===== src/rtl/clock_pkg.sv =====
// clock_pkg: shared BCD digit width, wrap-mode encoding and decimal-to-BCD conversion
package clock_pkg;
   localparam int DIGIT_W = 4;
   localparam int MAX_DIGITS = 8;
   localparam bit WRAP_SAT = 1'b0;
   localparam bit WRAP_ROLL = 1'b1;
   function automatic logic [DIGIT_W*MAX_DIGITS-1:0] to_bcd(input int unsigned v);
      logic [DIGIT_W*MAX_DIGITS-1:0] r;
      int unsigned x;
      r = '0;
      x = v;
      for (int i = 0; i < MAX_DIGITS; i++) begin
         r[DIGIT_W*i +: DIGIT_W] = DIGIT_W'(x % 10);
         x = x / 10;
      end
      return r;
   endfunction
endpackage


===== src/rtl/bcd_digit.sv =====
// bcd_digit: one up/down BCD digit with load, ripple-in step and ripple-out
module bcd_digit
   import clock_pkg::*;
#(
   parameter logic [DIGIT_W-1:0] RST_VAL = '0
) (
   input  logic               clk,
   input  logic               rst,
   input  logic               load_i,
   input  logic [DIGIT_W-1:0] load_val_i,
   input  logic               step_i,
   input  logic               up_i,
   output logic [DIGIT_W-1:0] digit_o,
   output logic               ripple_o
);
   logic [DIGIT_W-1:0] digit_q, digit_d;
   logic at_nine, at_zero;
   assign at_nine = digit_q == DIGIT_W'(9);
   assign at_zero = digit_q == '0;
   always_comb
      digit_d = load_i  ? load_val_i :
                !step_i ? digit_q :
                up_i    ? (at_nine ? '0 : digit_q + DIGIT_W'(1)) :
                          (at_zero ? DIGIT_W'(9) : digit_q - DIGIT_W'(1));
   always_ff @(posedge clk or posedge rst)
      if (rst) digit_q <= RST_VAL;
      else     digit_q <= digit_d;
   assign ripple_o = step_i & (up_i ? at_nine : at_zero);
   assign digit_o = digit_q;
endmodule


===== src/rtl/time_field_counter.sv =====
// time_field_counter: bounded BCD up/down counter with wrap/saturate, load checking
// and combinational terminal count for zero-cycle cascading.
module time_field_counter
   import clock_pkg::*;
#(
   parameter int NUM_DIGITS = 2,
   parameter int MIN_VALUE  = 0,
   parameter int MAX_VALUE  = 59,
   parameter int WRAP       = 1
) (
   input  logic                          clk,
   input  logic                          rst,
   input  logic                          clear,
   input  logic                          enable,
   input  logic                          up_down,
   input  logic                          load,
   input  logic [DIGIT_W*NUM_DIGITS-1:0] load_value,
   output logic [DIGIT_W*NUM_DIGITS-1:0] count_bcd,
   output logic                          tc,
   output logic                          carry,
   output logic                          borrow,
   output logic                          load_err
);
   localparam int W = DIGIT_W * NUM_DIGITS;
   localparam logic [W-1:0] MIN_BCD = W'(to_bcd(MIN_VALUE));
   localparam logic [W-1:0] MAX_BCD = W'(to_bcd(MAX_VALUE));
   localparam bit ROLL = (WRAP == int'(WRAP_ROLL));
   logic [W-1:0] count, dig_val;
   logic [W:0] lo_diff, hi_diff;
   logic [NUM_DIGITS-1:0] ripple;
   logic digits_ok, load_ok, wrap_up, wrap_dn, quiet, dig_load, step0;
   logic carry_q, carry_d, borrow_q, borrow_d, load_err_q, load_err_d;
   // BCD with all digits <= 9 orders like binary, so bound checks use plain subtraction
   assign lo_diff = {1'b0, load_value} - {1'b0, MIN_BCD};
   assign hi_diff = {1'b0, MAX_BCD} - {1'b0, load_value};
   always_comb begin
      digits_ok = 1'b1;
      for (int i = 0; i < NUM_DIGITS; i++)
         digits_ok = digits_ok & (load_value[DIGIT_W*i +: DIGIT_W] <= DIGIT_W'(9));
      load_ok = digits_ok & ~lo_diff[W] & ~hi_diff[W];
      wrap_up = enable & up_down & (count == MAX_BCD);
      wrap_dn = enable & ~up_down & (count == MIN_BCD);
      quiet = ~clear & ~load;
      dig_load = clear | (load & load_ok) | (quiet & ROLL & (wrap_up | wrap_dn));
      dig_val = clear ? MIN_BCD : load ? load_value : wrap_up ? MIN_BCD : MAX_BCD;
      step0 = quiet & enable & ~wrap_up & ~wrap_dn;
      carry_d = quiet & ROLL & (wrap_up | (up_down & ripple[NUM_DIGITS-1]));
      borrow_d = quiet & ROLL & (wrap_dn | (~up_down & ripple[NUM_DIGITS-1]));
      load_err_d = ~clear & load & ~load_ok;
   end
   for (genvar d = 0; d < NUM_DIGITS; d++) begin : g_dig
      logic step;
      if (d == 0) begin : g_first
         assign step = step0;
      end else begin : g_rest
         assign step = ripple[d-1];
      end
      bcd_digit #(.RST_VAL(MIN_BCD[DIGIT_W*d +: DIGIT_W])) u_digit (
         .clk       (clk),
         .rst       (rst),
         .load_i    (dig_load),
         .load_val_i(dig_val[DIGIT_W*d +: DIGIT_W]),
         .step_i    (step),
         .up_i      (up_down),
         .digit_o   (count[DIGIT_W*d +: DIGIT_W]),
         .ripple_o  (ripple[d])
      );
   end
   always_ff @(posedge clk or posedge rst)
      if (rst) begin
         carry_q    <= 1'b0;
         borrow_q   <= 1'b0;
         load_err_q <= 1'b0;
      end else begin
         carry_q    <= carry_d;
         borrow_q   <= borrow_d;
         load_err_q <= load_err_d;
      end
   assign count_bcd = count;
   assign tc = wrap_up | wrap_dn;
   assign carry = carry_q;
   assign borrow = borrow_q;
   assign load_err = load_err_q;
endmodule


===== config.mk =====
export PLATFORM = sky130hd
export DESIGN_NAME = time_field_counter
export DESIGN_NICKNAME = d
export VERILOG_FILES = /design/src/rtl/clock_pkg.sv /design/src/rtl/bcd_digit.sv /design/src/rtl/time_field_counter.sv
export SDC_FILE = /design/constraint.sdc
export NUM_CORES = 1
export LEC_CHECK = 0
export ABC_AREA = 1
export BUFFER_PORTS_ARGS = -buffer_cell sky130_fd_sc_hd__buf_4
export CORE_ASPECT_RATIO = 1.2
export CORE_MARGIN = 1.5
export CORE_UTILIZATION = 35
export DETAILED_ROUTE_END_ITERATION = 8
export PLACE_DENSITY_LB_ADDON = 0.25
export SKIP_CTS_REPAIR_TIMING = 1
export SLEW_MARGIN = 20
export SYNTH_ARGS = -nofsm -noshare
export SYNTH_HDL_FRONTEND = slang
export SYNTH_SLANG_ARGS = --single-unit

===== constraint.sdc =====
create_clock -name clk -period 1.4 [get_ports clk]
set_input_delay 0.14 -clock clk [delete_from_list [all_inputs] [get_ports clk]]
set_output_delay 0.14 -clock clk [all_outputs]
set_load 0.01 [all_outputs]

# --- Word level (Yosys, flattened, before mapping) ---
# Index checks and enable logic that the tools add are counted.
word_totals:
  mem_bits_ro: 0
  latchBits: 0
  mem_count: 0
  regBits: 11
  mem_bits_rw: 0
  wordCells: 67
  output_inout_bits: 12
  inputBits: 14
op_classes:
  n_shift: 0
  bitwise: 32
  magnitude_cmp: 2
  reduce_logical: 5
  div: 0
  n_addsub: 5
  muxes: 15
  mul: 0
  eq_ne: 3
op_table:
  columns: ["operator", "count"]
  rows:
  - ["$mux 4", 10]
  - ["$and 1x1->1", 20]
  - ["$mux 8", 2]
  - ["$sub 7x8->9 const A", 1]
  - ["$add 4x1->4 const B", 2]
  - ["$eq 4x4->1 const B", 2]
  - ["$eq 8x7->1 const B", 1]
  - ["$le 4x4->1 const B", 2]
  - ["$logic_not 4->1", 2]
  - ["$logic_not 8->1", 1]
  - ["$sub 4x1->4 const B", 2]
  - ["$mux 7", 1]
  - ["$not 1->1", 7]
  - ["$or 1x1->1", 5]
  - ["$reduce_bool 2->1", 2]
  - ["$mux 1", 2]

# --- Longest topological paths before layout ---
# Gate-level depths: netlist of run 1.
depth:
  word_depth: 10
  depth_mapped: 12
  ltp_nobuf: 12

# --- Hierarchy ---
# Synthesis of run 1 repeated with hierarchy kept, for this count alone.
unflattened:
  hier_cells: 177
  hier_area_um2: 1019.7
by_module_without_submodules:
  columns: ["module", "seq_area_each_um2", "area_each_um2", "n_inst", "cells_per_inst"]
  rows:
  - ["bcd_digit", 100.1, 332.8, 2, 54]
  - ["time_field_counter", 75.1, 354.1, 1, 69]

# --- Least setup slack after synthesis of run 1 ---
# Ideal clock, no wire load.
synth_timing:
  path_type: "reg-to-reg"
  from: "register g_dig[0].u_digit.digit_q[0]"
  to: "register g_dig[0].u_digit.digit_q[3]"
  arrival_time_ps: 1324
  path_slack_ps: -36
  path_stages_with_launch: 11
  setup_ps: 113
  n_path_buf: 0
  required_ps: 1287
  period_less_slack_ps: 1436
  cell_sequence: "dfrtp_1 nor2_2 nand2_2 nor2_2 nand2_2 inv_2 nor2_4 nor2_4 nand2_1 nand2_1 inv_1"
synth_via:
  elab_chain_cells: 6
  elab_cells_between_ends: 24
  classes_between: "add/sub: 2; eq/ne: 2; mux: 8; bitwise: 9; reduce/logical: 3"
synth_rtl:
  columns: ["element", "line", "source"]
  rows:
  - ["start, declared", "bcd_digit.sv:16", "logic [DIGIT_W-1:0] digit_q, digit_d;"]
  - ["start signal, assigned", "bcd_digit.sv:27", "else digit_q <= digit_d;"]
  - ["parallel branches: the longest is 6 deep, another holds $sub 4x1->4", null, null]
# Several ways; the timed one is not identified. The select of a mux whose other input is x is not followed.
# A chain may end at the register's enable or synchronous reset.

# --- Worst setup path in the final report of run 1 ---
layout_timing:
  from: "register g_dig[1].u_digit.digit_q[3]"
  to: "output tc"
layout_via:
  elab_chain_cells: 3
  elab_cells_between_ends: 5
  classes_between: "eq/ne: 1; bitwise: 3; reduce/logical: 1"
layout_rtl:
  columns: ["element", "line", "source"]
  rows:
  - ["start, declared", "bcd_digit.sv:16", null]
  - ["start signal, assigned", "bcd_digit.sv:27", null]
  - ["$eq 8x7->1 / $logic_not 8->1 (equally long branches)", "time_field_counter.sv:41, time_field_counter.sv:42", null]
  - ["$and 1x1->1 (on tied branches)", "time_field_counter.sv:41, time_field_counter.sv:42", null]
  - ["$or 1x1->1 (*)", "time_field_counter.sv:80", "assign tc = wrap_up | wrap_dn;"]
  - ["end, declared", "time_field_counter.sv:19", "output logic tc,"]
# Mark *: on every way between the ends. The rest lies on a longest branch, timed or not.

==> results of run 1 <==
routing by layer:
metal,global-route usage,wire length [um],vias up
met2,0.2886,1352,20
met4,0.08654,66,0
li1,-,-,660
met5,0,0,-
met1,0.2448,1292,523
met3,0.007109,64,5
layout make-up:
cell class	count	area [sq um]	area share
Clock buffer	4	26.28	0.01691
Inverter	27	101.3	0.06522
Multi-Input combinational cell	140	726.9	0.4678
Sequential cell	11	279.0	0.1795
Tap cell	34	42.54	0.02738
Timing Repair Buffer	49	377.9	0.2432
per-stage QoR:
stage / setup TNS, ns / setup WS (ns) / hold slack (ns) / total power, mW
after global routing: -1.363 / -0.2083 / 0.2115 / 1.394
after CTS: -0.7182 / -0.2223 / -0.1243 / 1.249
after detailed placement: -0.4126 / -0.06510 / 0.1706 / 1.028
final: -0.4952 / -0.1501 / 0.1869 / 1.283
after global placement: -0.03968 / -0.01680 / 0.1674 / 1.030
after floorplan: -0.002933 / -0.002933 / -0.007562 / 0.7626
state kept, by name, summed over array words and instances (netlist names):
signal,cells
borrow,1
carry,1
g_dig.u_digit.digit_o,8
load_err,1
path summary, 6_finish.rpt:
| check | to | start | depth (start not counted) | slack (ns) |
|---|---|---|---|---|
| setup / recovery | tc | g_dig[1].u_digit.digit_o[3]$_DFFE_PP0P_ | 7 | -0.15 |
| setup reg to reg | g_dig[0].u_digit.digit_o[3]$_DFFE_PP0P_ | g_dig[0].u_digit.digit_o[1]$_DFFE_PP0P_ | 11 | -0.06 |
| max in group asynchronous | g_dig[1].u_digit.digit_o[3]$_DFFE_PP0P_ | rst | 3 | 0.66 |
| min in group asynchronous | carry$_DFF_PP0_ | rst | 3 | 0.42 |
| hold / removal | g_dig[1].u_digit.digit_o[0]$_DFFE_PP0P_ | clear | 4 | 0.19 |
| hold reg to reg | g_dig[1].u_digit.digit_o[3]$_DFFE_PP0P_ | g_dig[1].u_digit.digit_o[3]$_DFFE_PP0P_ | 2 | 0.58 |
layout by cell type (no fill, tap or decap), drive strengths merged, types with 4 or more instances in the layout:
| cell type | count |
|---|---|
| a21oi | 5 |
| inv | 27 |
| nor2 | 25 |
| clkbuf | 4 |
| nand3 | 10 |
| nand2 | 80 |
| buf | 48 |
| o21ai | 11 |
| dfrtp | 11 |
| nand4 | 4 |
where the power goes:
part           total [mW]  internal [mW]  switching [mW]  leakage [nW]
registers           0.400          0.354          0.0458         0.141
clock network       0.222          0.111           0.111        0.0150
logic               0.662          0.303           0.359         0.732
total                1.28          0.767           0.515         0.888
cell families after synthesis:
logic type,Yosys count,share of synthesized area
and+or+nand+nor,119,0.5323
buffers and inverters,29,0.1069
AOI/OAI and AO/OA,19,0.09401
DFF,11,0.2585
xor gates and xnor gates,1,0.008227
critical path: stages (launching register included):
cell	delay, ns
dfrtp_2	0.45
inv_2	0.09
nand2_4	0.06
nor2_4	0.14
nand3_4	0.12
nand2_4	0.09
buf_6	0.09
buf_6	0.08
==> summary.md, run 1 <==
| Metric | Value |
|---|---|
| Status | `complete, but fails checks` |
| Critical path class | `flop to primary output` |
| Post-synthesis sequential area ratio | `0.2585` |
| Via count | `1208` |
| Synth area leader | `dfrtp_1` |
| GP Congestion | `0.7968` |
| Leakage power | `0.8879 nW` |
| Highest achievable clock rate | `0.6451 GHz` |
| Post-Layout Cell Count | `265` |
| Fin area | `1554 sq um` |
| Number of remaining DRC errors | `0` |
| H-tree depth | `1` |
| Unrepaired setup endpoints after global routing | `yes` |
| Cell row count | `21` |
| Final worst setup slack | `-0.1501 ns` |
| Die H | `63.42 um` |
| Gr usage total | `0.1810` |
| Die area | `3383 sq um` |
| Post-synth EDFFs | `0` |
| Primary FF master, synth | `dfrtp_1` |
| Yosys cell types | `23` |
| Top Ports | `26` |
| Relative slew margins | `0.7172` |
| Clock Latency Late Sink | `0.28 ns` |
| Post-synth ARST share | `1.000` |
| Placed cells | `257` |
| Clock Pin Slew Worst Setup and Hold Paths | `0.06 ns` |
| First-iteration detailed-routing DRC count | `20` |
| Final-report hold violation count | `0` |
| Clock tree buffer depth | `2` |
| Router iterations before antenna repair | `4` |
| Synth Area per Inst | `5.948 sq um` |
| Maximum VDD drop | `0.4684 mV` |
| Antenna diodes | `0` |
| Final Max Tran Viols | `0` |
| Largest net degree at the start of global routing | `12` |
| Register bit count reported by yosys | `11` |
| Share of cells above drive strength 1 | `0.3853` |
| Detailed Place HPWL | `2.232 mm` |
| Share of the synthesized area in the top cell type | `0.2585` |
| Placed Area | `1450 sq um` |
| CTS tree | `built` |
| Post-DR vias/cell | `4.558` |
| Vias in the first global route | `1104` |
| Ys Warns | `0` |
| IO Port Bufs | `25` |
| Die Wd | `53.35 um` |
| Post-route ant nets | `0` |
| Initial Utilization | `0.3752` |
| Netlist Area Pre-Place | `1065 sq um` |
| Num CTS Buffers | `3` |
| Final setup fails | `8` |
| Synth cell count leaders | `nand2_1 (69), inv_1 (22), nor2_1 (18)` |
| Area growth from synthesis to layout | `45.95%` |
| Top-count cell post-synth | `nand2_1` |
| Nets@finish | `246` |
| Worst EP required | `1.26 ns` |
| Filler Cells Inserted | `302` |
| Measured slew at the worst slew-check pin | `0.4238 ns` |
| Routed WL per cell | `10.47 um` |
| Top cells by area in the synthesized netlist | `dfrtp_1 (26%), nand2_1 (24%), inv_1 (7.8%)` |
| Clock sinks | `11` |
| WL final | `2.775 mm` |
| Min cycle time layout | `1.550 ns` |
| Failing checks | `setup timing` |
| Skew final | `0.003776 ns` |
| CP Max Fanout | `6` |
| CP Capture Type | `primary output` |
| Initial antenna violation count | `0` |
| Fin util | `0.5476` |
| Post-synthesis instance total | `179` |
| First-pass GRT wire length | `4.574 mm` |
| Root Driver | `clkbuf_4` |
| Hold Crit Class | `primary input to flop` |
| P per Cell Area | `825.4 nW/um^2` |
| Core ar. | `2838 sq um` |
| Crit path launch type | `flop` |
| Synth Net Count | `193` |
| Gr ovfl total | `0` |
| Max Cap Viol | `0` |
| Final worst path period share | `1.107` |
| WP data arrival | `1.41 ns` |
(Power assumes the default switching activity.)
==> inputs of run 2 (changes only) <==
==> constraint.sdc (replaced) <==
create_clock -name clk -period 1.9 [get_ports clk]
set_input_delay 0.19 -clock clk [delete_from_list [all_inputs] [get_ports clk]]
set_output_delay 0.19 -clock clk [all_outputs]
set_load 0.01 [all_outputs]
==> summary.md, run 2 (synthesis results as in run 1) <==
| Metric | Value |
|---|---|
| Share of cells above drive strength 1 | `0.2560 (-0.1292)` |
| Relative slew margins | `0.6798 (-0.03732)` |
| Measured slew at the worst slew-check pin | `0.4797 ns (+0.05592 ns)` |
| P per Cell Area | `631.8 nW/um^2 (-23%)` |
| Vias in the first global route | `1009 (-8.6%)` |
| Clock sinks | `11 (unchanged)` |
| Buf/Inv on CP | `1 (-2)` |
| Initial antenna violation count | `0 (unchanged)` |
| Post-route ant nets | `0 (unchanged)` |
| Skew final | `0.006213 ns (+0.002437 ns)` |
| Largest net degree at the start of global routing | `12 (unchanged)` |
| Setup tns final | `0 ns (+0.4952 ns)` |
| Post-Place Setup Slack | `0.3383 ns (+0.4034 ns)` |
| Clock tree buffer depth | `2 (unchanged)` |
| Area growth from synthesis to layout | `23.85%` |
| Worst hold slack | `0.2311 ns (+0.04419 ns)` |
| Leakage power | `0.7660 nW (-14%)` |
| Core ar. | `2838 sq um (unchanged)` |
| Final-report hold violation count | `0 (unchanged)` |
| Final worst path period share | `0.8654` |
| Die H | `63.42 um (unchanged)` |
| Die Wd | `53.35 um (unchanged)` |
| Detailed Place HPWL | `2.005 mm (-10%)` |
| Most frequent cells in the layout | `nand2_1 (69), buf_4 (25), inv_1 (22), nor2_1 (18), dfrtp_1 (11)` |
| Most frequent CP cell | `nand2_2` |
| Gr ovfl total | `0 (unchanged)` |
| Placed cells | `236 (-8.2%)` |
| Hold Crit Class | `primary input to flop` |
| Worst EP required | `1.71 ns (+0.45 ns)` |
| Cell row count | `21 (unchanged)` |
| Max Cap Viol | `0 (unchanged)` |
| Num CTS Buffers | `3 (unchanged)` |
| Highest achievable clock rate | `0.6082 GHz` |
| WL final | `2.521 mm (-9.2%)` |
| Fin util | `0.4647 (-0.08289)` |
| Root Driver | `clkbuf_4` |
| Pwr Total | `833.2 uW (-35%)` |
| Initial Utilization | `0.3752 (unchanged)` |
| Min cycle time layout | `1.644 ns` |
| CTS tree | `built` |
| Nets@finish | `222 (-9.8%)` |
| Gr usage total | `0.1738 (-0.007274)` |
| Crit path launch type | `flop` |
| Final Max Tran Viols | `0 (unchanged)` |
| Antenna diodes | `0 (unchanged)` |
| First-iteration detailed-routing DRC count | `33 (+65%)` |
| Worst-path cell chain | `nor2_2 > nand2_2 > nor2_1 > nand2_1 > nand2_2 > buf_4` |
| Die area | `3383 sq um (unchanged)` |
| CP top delay family | `simple AND/OR/NAND/NOR gates` |
| IO Port Bufs | `25 (unchanged)` |
| Slowest stage delay, CP | `0.43 ns (-0.02 ns)` |
| CP Capture Type | `primary output` |
| Final setup fails | `0 (-8)` |
| Fin area | `1319 sq um (-15%)` |
| Clock Pin Slew Worst Setup and Hold Paths | `0.08 ns (+0.02 ns)` |
| Unrepaired setup endpoints after global routing | `no` |
| CP Max Fanout | `6 (unchanged)` |
| H-tree depth | `1 (unchanged)` |
| Placed Area | `1282 sq um (-12%)` |
| Routed WL per cell | `10.46 um (-0.11%)` |
| Number of remaining DRC errors | `0 (unchanged)` |
| Post-DR vias/cell | `4.639 (+1.8%)` |
| Slowest stage cell, crit path | `dfrtp_1` |
| Maximum VDD drop | `0.3091 mV (-34%)` |
| Critical path class | `flop to primary output` |
| Final worst setup slack | `0.2558 ns (+0.4059 ns)` |
| WP data arrival | `1.45 ns (+0.04 ns)` |
| Status | `complete, no violations` |
| Top Ports | `26 (unchanged)` |
| GP Congestion | `0.8141 (+2.2%)` |
| Via count | `1118 (-7.5%)` |
| Post-Layout Cell Count | `241 (-9.1%)` |
| Max reg flops | `8 (unchanged)` |
| First-pass GRT wire length | `4.367 mm (-4.5%)` |
| Most common cell after layout, fill and taps aside | `nand2_1` |
| Clock Latency Late Sink | `0.28 ns (about the same)` |
| Router iterations before antenna repair | `4 (unchanged)` |
==> run 2: cell types whose count changed in the layout (fill, tap and decap cells not counted), sizes merged <==
cell / change
buf: -23
nand2: -1
==> run 2: final cells by class <==
| cell class | instances | area (sq um) |
|---|---|---|
| clock buffer | 4 | 26.28 |
| fill | 307 | 1519 |
| inverter | 27 | 101.3 |
| multi-input combinational | 139 | 675.6 |
| sequential | 11 | 275.3 |
| tap | 34 | 42.54 |
| timing repair buffer | 26 | 197.7 |
==> run 2: worst paths after layout <==
kind / endpoint / depth (start not counted) / start / slack, ns
worst max register to register: g_dig[0].u_digit.digit_o[3]$_DFFE_PP0P_ / 10 / g_dig[0].u_digit.digit_o[0]$_DFFE_PP0P_ / 0.33
worst max-delay path: tc / 6 / g_dig[1].u_digit.digit_o[1]$_DFFE_PP0P_ / 0.26
max in group asynchronous: borrow$_DFF_PP0_ / 3 / rst / 1.08
worst min register to register: g_dig[1].u_digit.digit_o[1]$_DFFE_PP0P_ / 2 / g_dig[1].u_digit.digit_o[1]$_DFFE_PP0P_ / 0.59
worst min-delay path: g_dig[1].u_digit.digit_o[0]$_DFFE_PP0P_ / 4 / clear / 0.23
min in group asynchronous: g_dig[1].u_digit.digit_o[0]$_DFFE_PP0P_ / 3 / rst / 0.49
==> run 2: worst register-to-register path, stage by stage (launching register included) <==
cell and delay [ns]:
dfrtp_1 0.47, nor2_2 0.24, nand2_2 0.11, nor2_2 0.13, nand2_2 0.08, nand3_2 0.09, nand2_4 0.09, o21ai_1 0.10
nand2_1 0.06, nand2_1 0.05, inv_1 0.03
==> run 2: layer usage <==
metal | up-vias | wire length (um) | global-route usage
met2 | 28 | 1139 | 0.2747
met4 | 0 | 65 | 0.09615
li1 | 609 | - | -
met3 | 5 | 105 | 0.007109
met1 | 476 | 1210 | 0.2308
met5 | - | 0 | 0
==> run 2: report_power, final <==
part | internal [mW] | switching (mW) | total [mW]
clock | 0.0814 | 0.0877 | 0.169
sequential | 0.259 | 0.0461 | 0.305
combinational | 0.144 | 0.215 | 0.359
total | 0.484 | 0.349 | 0.833
==> inputs of run 3 (changes only) <==
--- a/config.mk
+++ b/config.mk
@@ -11,6 +11,7 @@
 export CORE_MARGIN = 1.5
 export CORE_UTILIZATION = 35
 export DETAILED_ROUTE_END_ITERATION = 8
+export GPL_TIMING_DRIVEN = 0
 export PLACE_DENSITY_LB_ADDON = 0.25
 export SKIP_CTS_REPAIR_TIMING = 1
 export SLEW_MARGIN = 20
==> summary.md, run 3 (synthesis results as in run 1) <==
| Metric | Value |
|---|---|
| P per Cell Area | `629.4 nW/um^2 (-0.39%)` |
| Measured slew at the worst slew-check pin | `0.4516 ns (-0.02812 ns)` |
| Clock Latency Late Sink | `0.27 ns (about the same)` |
| Area growth from synthesis to layout | `23.62%` |
| Num CTS Buffers | `3 (unchanged)` |
| Highest achievable clock rate | `0.6052 GHz (-0.49%)` |
| WL final | `2.417 mm (-4.1%)` |
| Core ar. | `2838 sq um (unchanged)` |
| H-tree depth | `1 (unchanged)` |
| Gr ovfl total | `0 (unchanged)` |
| Via count | `1128 (+0.89%)` |
| Initial Utilization | `0.3752 (unchanged)` |
| Multi-input gate area | `675.6 sq um (unchanged)` |
| Status | `complete, no violations` |
| Nets@finish | `222 (unchanged)` |
| Slowest stage delay, CP | `0.45 ns (+0.02 ns)` |
| GP Congestion | `0.7907 (-2.9%)` |
| Max reg flops | `8 (unchanged)` |
| Max Cap Viol | `0 (unchanged)` |
| Detailed Place HPWL | `1.930 mm (-3.7%)` |
| Antenna diodes | `0 (unchanged)` |
| First-iteration detailed-routing DRC count | `29 (-12%)` |
| Worst hold slack | `0.2291 ns (-0.002065 ns)` |
| Largest net degree at the start of global routing | `12 (unchanged)` |
| Most common cell after layout, fill and taps aside | `nand2_1` |
| Root Driver | `clkbuf_4` |
| Final-report hold violation count | `0 (unchanged)` |
| Slowest stage cell, crit path | `dfrtp_1` |
| Placed Area | `1280 sq um (-0.19%)` |
| Crit path launch type | `flop` |
| Worst EP required | `1.71 ns (about the same)` |
| Most frequent CP cell | `nand2_2` |
| Die H | `63.42 um (unchanged)` |
| Die Wd | `53.35 um (unchanged)` |
| WP data arrival | `1.46 ns (about the same)` |
| CP Capture Type | `primary output` |
| Most frequent cells in the layout | `nand2_1 (69), buf_4 (24), inv_1 (22), nor2_1 (18), dfrtp_1 (11)` |
| Final worst path period share | `0.8696 (+0.004247)` |
| Post-route ant nets | `0 (unchanged)` |
| Min cycle time layout | `1.652 ns (+0.008070 ns)` |
| IO Port Bufs | `23 (-8.0%)` |
| CTS tree | `built` |
| First-pass GRT wire length | `4.347 mm (-0.46%)` |
| Filler Cells Inserted | `316 (+2.9%)` |
| Fin util | `0.4638 (-0.0008820)` |
| Leakage power | `0.7651 nW (-0.11%)` |
| Die area | `3383 sq um (unchanged)` |
| Final setup fails | `0 (unchanged)` |
| Clock tree buffer depth | `2 (unchanged)` |
| Top Ports | `26 (unchanged)` |
| Clock sinks | `11 (unchanged)` |
| Router iterations before antenna repair | `4 (unchanged)` |
| Vias in the first global route | `984 (-2.5%)` |
| Cell row count | `21 (unchanged)` |
| Critical path class | `flop to primary output` |
| Post-DR vias/cell | `4.680 (+0.89%)` |
| Worst-path cell chain | `nor2_2 > nand2_2 > nor2_1 > nand2_1 > nand2_2 > buf_4` |
| Relative slew margins | `0.6986 (+0.01877)` |
| Routed WL per cell | `10.03 um (-4.1%)` |
| Share of cells above drive strength 1 | `0.2560 (unchanged)` |
| Gr usage total | `0.1688 (-0.004975)` |
| Maximum VDD drop | `0.2722 mV (-12%)` |
| Final Max Tran Viols | `0 (unchanged)` |
| Fin area | `1316 sq um (-0.19%)` |
| Initial antenna violation count | `0 (unchanged)` |
| Number of remaining DRC errors | `0 (unchanged)` |
| Clock Pin Slew Worst Setup and Hold Paths | `0.08 ns (about the same)` |
| CP Max Fanout | `6 (unchanged)` |
| Hold Crit Class | `primary input to flop` |
| Skew final | `0.003660 ns (-0.002553 ns)` |
| Setup tns final | `0 ns (unchanged)` |
| Unrepaired setup endpoints after global routing | `no` |
| Register area | `275.3 sq um (unchanged)` |
[run 3: cell count changes in the layout (fill, tap and decap cells not counted)]
| cell | delta |
|---|---|
| buf_2 | +1 |
| buf_4 | -1 |
[run 3: cell type report]
class / instances / share of cell area
multi-input combinational: 139 / 0.5133
sequential: 11 / 0.2091
timing repair buffer: 24 / 0.1388
inverter: 27 / 0.07700
tap: 34 / 0.03232
clock buffer: 4 / 0.01996
buffer: 2 / 0.009506
[run 3: power breakdown]
| group | switching [mW] | leakage (nW) | internal [mW] | total, mW |
|---|---|---|---|---|
| registers | 0.0472 | 0.145 | 0.259 | 0.306 |
| clock network | 0.0858 | 0.0150 | 0.0814 | 0.167 |
| logic | 0.212 | 0.605 | 0.143 | 0.355 |
| total | 0.345 | 0.765 | 0.483 | 0.828 |
[run 3: critical path: cells and delay by family, from the launching register on]
kind / cells / cell delay, ns
buffers and inverters: 1 / 0.12
AND/OR/NAND/NOR: 5 / 0.63
flip-flops: 1 / 0.45
[run 3: per-stage QoR]
| stage | cells | worst slack [ns] | power, mW |
|---|---|---|---|
| global placement | 236 | 0.3404 | 0.6652 |
| global route | 241 | 0.1186 | 0.9142 |
| finish | 241 | 0.2477 | 0.8284 |
| detailed placement | 236 | 0.3355 | 0.6650 |
| floorplan | 179 | 0.4635 | 0.5539 |
| CTS | 240 | 0.2356 | 0.8389 |
[run 3: path summary, 6_finish.rpt]
kind                                                                end  cells after the start  slack (ns)                                    start
min in group asynchronous       g_dig[0].u_digit.digit_o[0]$_DFFE_PP0P_                      3        0.49                                      rst
worst min-delay path            g_dig[0].u_digit.digit_o[0]$_DFFE_PP0P_                      3        0.23                            load_value[0]
max in group asynchronous                               carry$_DFF_PP0_                      3        1.10                                      rst
worst max-delay path                                                 tc                      6        0.25  g_dig[1].u_digit.digit_o[0]$_DFFE_PP0P_
worst max register to register  g_dig[0].u_digit.digit_o[3]$_DFFE_PP0P_                     10        0.33  g_dig[0].u_digit.digit_o[0]$_DFFE_PP0P_
worst min register to register  g_dig[1].u_digit.digit_o[1]$_DFFE_PP0P_                      2        0.59  g_dig[1].u_digit.digit_o[1]$_DFFE_PP0P_
[run 3: per-layer routing]
metal / global-route usage / wire length, um
met4: 0.08654 / 61
met5: 0 / 0
met2: 0.2562 / 1136
met1: 0.2371 / 1150
met3: 0.007109 / 69
